**config.mk**
```make
export PLATFORM = sky130hd
export DESIGN_NAME = id_ex_pipe
export DESIGN_NICKNAME = d
export VERILOG_FILES = /design/src/rtl/id_ex_pipe.sv
export SDC_FILE = /design/constraint.sdc
export NUM_CORES = 1
export LEC_CHECK = 0
export BUFFER_PORTS_ARGS = -buffer_cell sky130_fd_sc_hd__buf_2
export CAP_MARGIN = 10
export CORE_MARGIN = 5
export CORE_UTILIZATION = 37
export CTS_CLUSTER_DIAMETER = 120
export DETAILED_ROUTE_END_ITERATION = 12
export GPL_ROUTABILITY_DRIVEN = 0
export PLACE_DENSITY = 0.65
export SLEW_MARGIN = 10
export SYNTH_ARGS = -nofsm -noshare
export SYNTH_HDL_FRONTEND = slang
export SYNTH_SLANG_ARGS = --single-unit
```
**constraint.sdc**
```tcl
create_clock -name clk -period 4 [get_ports clk]
set_clock_uncertainty 0.2 [all_clocks]
set_input_delay 0.6 -clock clk [delete_from_list [all_inputs] [get_ports clk]]
set_output_delay 0.6 -clock clk [all_outputs]
set_load 0.005 [all_outputs]
```
**src/rtl/id_ex_pipe.sv**
```systemverilog
// ID/EX pipeline register for the RSA pipelined CPU.
// Captures the decoded instruction and inserts one bubble on a load-use hazard.
module id_ex_pipe #(
  parameter int unsigned DW = 32,
  parameter int unsigned RW = 4,
  parameter int unsigned CW = 16
) (
  input  logic          clk,
  input  logic          rst_n,
  input  logic          hold_i,
  input  logic          flush_i,
  input  logic          id_valid_i,
  input  logic          reg_write_i,
  input  logic          mem_to_reg_i,
  input  logic          mem_write_i,
  input  logic          alu_src_i,
  input  logic          flags_write_i,
  input  logic [2:0]    alu_control_i,
  input  logic [DW-1:0] rd1_i,
  input  logic [DW-1:0] rd2_i,
  input  logic [DW-1:0] ext_imm_i,
  input  logic [RW-1:0] ra1_i,
  input  logic [RW-1:0] ra2_i,
  input  logic          use_ra1_i,
  input  logic          use_ra2_i,
  input  logic [RW-1:0] wa_i,
  output logic          ex_valid_o,
  output logic          reg_write_o,
  output logic          mem_to_reg_o,
  output logic          mem_write_o,
  output logic          alu_src_o,
  output logic          flags_write_o,
  output logic [2:0]    alu_control_o,
  output logic [DW-1:0] rd1_o,
  output logic [DW-1:0] rd2_o,
  output logic [DW-1:0] ext_imm_o,
  output logic [RW-1:0] wa_o,
  output logic          stall_o,
  output logic [CW-1:0] bubble_cnt_o
);

  typedef struct packed {
    logic          valid;
    logic          reg_write;
    logic          mem_to_reg;
    logic          mem_write;
    logic          alu_src;
    logic          flags_write;
    logic [2:0]    alu_control;
    logic [DW-1:0] rd1;
    logic [DW-1:0] rd2;
    logic [DW-1:0] ext_imm;
    logic [RW-1:0] wa;
  } ex_t;

  ex_t           ex_q, ex_d;
  logic [CW-1:0] cnt_q, cnt_d;
  logic          lu;

  always_comb begin
    lu = id_valid_i & ex_q.valid & ex_q.mem_to_reg & ex_q.reg_write &
         ((use_ra1_i & (ra1_i == ex_q.wa)) | (use_ra2_i & (ra2_i == ex_q.wa)));
    stall_o = lu & ~flush_i;

    ex_d  = ex_q;
    cnt_d = cnt_q;
    // An all-zero entry is the bubble: no valid, no write enables.
    if (flush_i) begin
      ex_d = '0;
    end else if (hold_i) begin
      ex_d = ex_q;
    end else if (lu) begin
      ex_d = '0;
      if (cnt_q != '1) cnt_d = cnt_q + CW'(1);
    end else begin
      ex_d.valid       = id_valid_i;
      ex_d.reg_write   = reg_write_i;
      ex_d.mem_to_reg  = mem_to_reg_i;
      ex_d.mem_write   = mem_write_i;
      ex_d.alu_src     = alu_src_i;
      ex_d.flags_write = flags_write_i;
      ex_d.alu_control = alu_control_i;
      ex_d.rd1         = rd1_i;
      ex_d.rd2         = rd2_i;
      ex_d.ext_imm     = ext_imm_i;
      ex_d.wa          = wa_i;
    end
  end

  always_ff @(posedge clk or negedge rst_n) begin
    if (!rst_n) begin
      ex_q  <= '0;
      cnt_q <= '0;
    end else begin
      ex_q  <= ex_d;
      cnt_q <= cnt_d;
    end
  end

  assign ex_valid_o    = ex_q.valid;
  assign reg_write_o   = ex_q.reg_write;
  assign mem_to_reg_o  = ex_q.mem_to_reg;
  assign mem_write_o   = ex_q.mem_write;
  assign alu_src_o     = ex_q.alu_src;
  assign flags_write_o = ex_q.flags_write;
  assign alu_control_o = ex_q.alu_control;
  assign rd1_o         = ex_q.rd1;
  assign rd2_o         = ex_q.rd2;
  assign ext_imm_o     = ex_q.ext_imm;
  assign wa_o          = ex_q.wa;
  assign bubble_cnt_o  = cnt_q;

endmodule

```
# Word-level counts from Yosys, hierarchy flattened
# Index checks and enable logic that the tools add are counted.
[totals] register_bits=125 out_inout_bits=126
[op_classes] addsub=1 mux=3 reduce_logical=1 n_eq_ne=4 bitwise_logic=10
[ops] op="$mux 109" n=3
[ops] op="$add 16x1->16 const B" n=1
[ops] op="$ne 16x16->1 const B" n=1
[ops] op="$eq 4x4->1" n=2
[ops] op="$and 1x1->1" n=7
[ops] op="$reduce_and 4->1" n=1
[ops] op="$ne 2x1->1 const B" n=1
[ops] op="$not 1->1" n=2
[ops] op="$or 1x1->1" n=1

# Logic depth before layout (Yosys ltp)
[logic_depth] ltp_word=7 mapped_depth=8 ltp_nobuf=6

# Worst setup path after synthesis
# OpenSTA, ideal clock, no wires.
[synth_path] kind="input to register" from="input port id_valid_i" to="register cnt_q[11] (netlist: bubble_cnt_o[11])" setup_time_ns=0.126 slack_ns=1.824 stages=6 n_path_buf=1 t_arrival_ns=1.850 path_cell_list="and4_1 > nand4_1 > o22a_1 > buf_6 > or4b_1 > xnor2_1"
[synth_via] elab_chain_len=5
[synth_lines] element="start, declared" line="12" text="input logic id_valid_i,"
[synth_lines] element="$and 1x1->1 (4 in series)" line="61" text="lu = id_valid_i & ex_q.valid & ex_q.mem_to_reg & ex_q.reg_write &"
[synth_lines] element="$reduce_and 4->1 (no line)"
[synth_lines] element="end signal, assigned" line="96" text="cnt_q <= cnt_d;"
[synth_lines] element="end, declared" line="57" text="logic [CW-1:0] cnt_q, cnt_d;"
# No other way between the ends.
# A chain may end at the register's enable or synchronous reset.

# Worst setup path after layout
[layout_path] from="register ex_q, in the netlist wa_o[2]" to="register ex_q, in the netlist ext_imm_o[26]"
[layout_via] elab_chain_len=7 word_cells_on_any_way=9
[layout_lines] element="start, declared" line="56" text="ex_t ex_q, ex_d;"
[layout_lines] element="start signal, assigned" line="92" text="ex_q <= '0;"
[layout_lines] element="start signal, assigned" line="95" text="ex_q <= ex_d;"
[layout_lines] element="$eq 4x4->1" line="62" text="((use_ra1_i & (ra1_i == ex_q.wa)) | (use_ra2_i & (ra2_i == ex_q.wa)));"
[layout_lines] element="$and 1x1->1" line="62"
[layout_lines] element="$or 1x1->1 (*)" line="62"
[layout_lines] element="$and 1x1->1 (*)" line="61"
[layout_lines] element="$mux 109 (*)" line="72" text="end else if (lu) begin"
[layout_lines] element="$mux 109 (*)" line="70" text="end else if (hold_i) begin"
[layout_lines] element="$mux 109 (*)" line="68" text="if (flush_i) begin"
# Mark *: on every way between the ends. The rest lies on a longest branch, timed or not. The select of a mux whose other input is x is not followed.

==> summary.txt <==
Timing
  – Slew @ Worst Pin: ~1000 ps
  – Slew HR: 0.336
  – Post-route setup TNS: 0 ps
  – Hold_ws: around 250 ps
  – Final worst slack: 1300 ps
  – Slew Viols, Final: 0
  – RSZ-0062 raised after global routing: false
  – Fin crit share: 0.675
  – Minimum clock period: 2700 ps
  – Max Freq: 370 MHz
  – Setup-failing EPs final: 0
  – Hold Violations, Final: 0

Floorplanning
  – Die H: 134 um
  – I/O pins: 249
  – Core Area: 15100 sq um
  – Die footprint: 17900 sq um
  – Rows: between 40 and 50
  – Die Wd: 134 um
  – Initial Utilization: 0.375

Critical path
  – Worst path max stage delay: around 740 ps
  – Critical path's top delay family: compound AO/OA/AOI/OAI gates
  – Worst path cell trace: xnor2_1 -> nand4_1 -> o22a_4 -> buf_4 -> nand3b_1 -> a21oi_1
  – Worst path required time: 4130 ps
  – Buffers and inverters on the worst path: 1
  – Crit start category: flop
  – Crit end category: flop
  – Critical-path top delay cell: o22a_4
  – Critical Path Fanout Max: 82
  – CP Class: reg2reg
  – WP data arrival: roughly 2800 ps

Yosys
  – Yosys warns: 0
  – Post-synth EDFFs: 0
  – Synth top cells by count: dfrtp_1, nand2_1, nand3b_1, a21oi_1, clkbuf_1
  – Yosys cell types: 35
  – Synth Net Count: 702
  – Cell Area, Synth: between 5000 and 6000 sq um
  – Synth top area share: 0.552
  – Syn_area_per_cell: 9.80 sq um
  – Sequential area share after synthesis: 0.552
  – Biggest area consumer among synthesized cells: dfrtp_1
  – Top cells by area, synth: dfrtp_1, nand3b_1, a21oi_1, nand2_1, clkbuf_1
  – Synth Register Bits: 125
  – Mapped Cells: between 500 and 600
  – Main flop type after synthesis: dfrtp_1
  – Most numerous cell in the Yosys netlist: dfrtp_1
  – Asr flop ratio synth: 1.00

Pwr
  – Worst IR Drop VDD: 247 uV
  – Leak pwr: around 3.8 nW
  – Total power: 3.09 mW
  – PwrDens: 408 nW/um^2

GRT
  – Vias in the first global route: 4950
  – First-pass GRT wire length: around 26000 um
  – Initial antenna violation count: 1
  – GRT overflow: 0
  – Tot GR Track Use: 0.180
  – Largest net degree at the start of global routing: 122

Route
  – Routed Antenna Nets: 0
  – Via Count: 5014
  – Wire length per cell: between 15 and 20 um
  – Drt pass-1 iters: 4
  – DRC: 0
  – Starting DRT DRC Count: 322
  – Drt via density: 4.99
  – WL final: 16500 um

Run status
  – Status: finished clean

Placement
  – Number of buffers added on ports: around 250
  – Placed wire-length estimate: 11100 um
  – Inst Count DP: 970
  – DP Worst Slack: 1080 ps
  – Cell Area, Placed: 7010 sq um

Clock tree
  – Clock Latency Late Sink: ~410 ps
  – CTS Root Buffer Type: clkbuf_16
  – CTS tree: yes
  – Htree depth: 4
  – Post-CTS sizing: 0
  – Reg clk slew, reported paths: 60 ps
  – Clock buffer depth: 2
  – Cts bufs inserted: 17
  – Clock sink total: 125
  – Setup bufs post-CTS: 0

Run
  – Max-Cap Viols: 0

Layout
  – Design area: 7560 sq um
  – Final #Nets: around 900
  – Final core utilization: 0.501
  – Share of cells above drive strength 1: 0.362
  – Fill cells: approximately 1500
  – Finished Layout Cells: 1004
  – Area Growth Syn to Fin: 33.6%

Worst hold path
  – Hold WC Path Type: in2reg
-- worst paths after layout --
check | from | endpoint | slack [ps] | depth (start not counted)
max reg2reg | wa_o[2]$_DFFE_PN0P_ | ext_imm_o[26]$_DFFE_PN0P_ | 1300 | 6
min reg2reg | bubble_cnt_o[8]$_DFFE_PN0P_ | bubble_cnt_o[8]$_DFFE_PN0P_ | 310 | 1
min in group asynchronous | rst_n | bubble_cnt_o[3]$_DFFE_PN0P_ | 470 | 2
max in group asynchronous | rst_n | rd1_o[4]$_DFFE_PN0P_ | 2160 | 3
max | wa_o[2]$_DFFE_PN0P_ | ext_imm_o[26]$_DFFE_PN0P_ | 1300 | 6
min | rd2_i[25] | rd2_o[25]$_DFFE_PN0P_ | 250 | 3
-- sequential cells by signal, indices dropped and copies added (netlist names) --
register / cells
alu_control_o: 3
alu_src_o: 1
bubble_cnt_o: 16
ex_valid_o: 1
ext_imm_o: 32
flags_write_o: 1
mem_to_reg_o: 1
mem_write_o: 1
rd1_o: 32
rd2_o: 32
reg_write_o: 1
wa_o: 4
-- final cells by class --
cell class | instances | area [sq um] | area share
Clock inverter | 13 | 100 | 0.0132
Inverter | 3 | 15.0 | 0.00199
Multi-Input combinational cell | 400 | 2320 | 0.307
Tap cell | 188 | 235 | 0.0311
Antenna cell | 1 | 2.50 | 0.000331
Sequential cell | 125 | 3130 | 0.414
Timing Repair Buffer | 255 | 1320 | 0.174
Clock buffer | 19 | 443 | 0.0586
-- tightest hold or removal path, stage by stage --
cell and delay (ps):
buf_2 90, nand3b_1 70, a21oi_1 60
-- layer usage --
layer	up-vias	GRT usage	share of wire
li1	2427	-	-
met1	2382	0.235	0.45
met2	183	0.279	0.45
met3	20	0.0646	0.079
met4	2	0.0617	0.013
met5	-	0	0.0012
-- power by group --
group,switching [mW],internal [mW]
Sequential,0.0322,1.32
Clock,0.553,0.859
Combinational,0.170,0.150
-- what timing repair did --
item                       4_1_cts  5_1_grt
setup endpoints to repair        0        0
hold buffers                     1        0
hold endpoints to repair        24        0
-- cell usage in the layout (no fill, tap or decap), types with 2 or more instances in the layout --
cell / count
nor4_1: 2
nand4b_1: 2
nand3_1: 3
a21oi_1: 109
nand3b_1: 111
buf_4: 8
xor2_1: 8
inv_1: 2
nor3_1: 5
buf_2: 245
clkbuf_16: 17
clkinv_2: 8
nand4_1: 7
nand2_1: 116
xnor2_1: 15
clkinvlp_4: 5
dfrtp_1: 125
nor2_1: 4
-- logic make-up after synthesis --
kind of cell	after synthesis	synth area share
DFF	125	0.552
xor gates and xnor gates	23	0.0356
AOI/OAI and AO/OA	112	0.102
adders and majority gates	1	0.00221
buffers and inverters	53	0.0389
muxes	1	0.00265
and+or+nand+nor	263	0.266
Note: power is estimated with default switching activity, not from simulation.
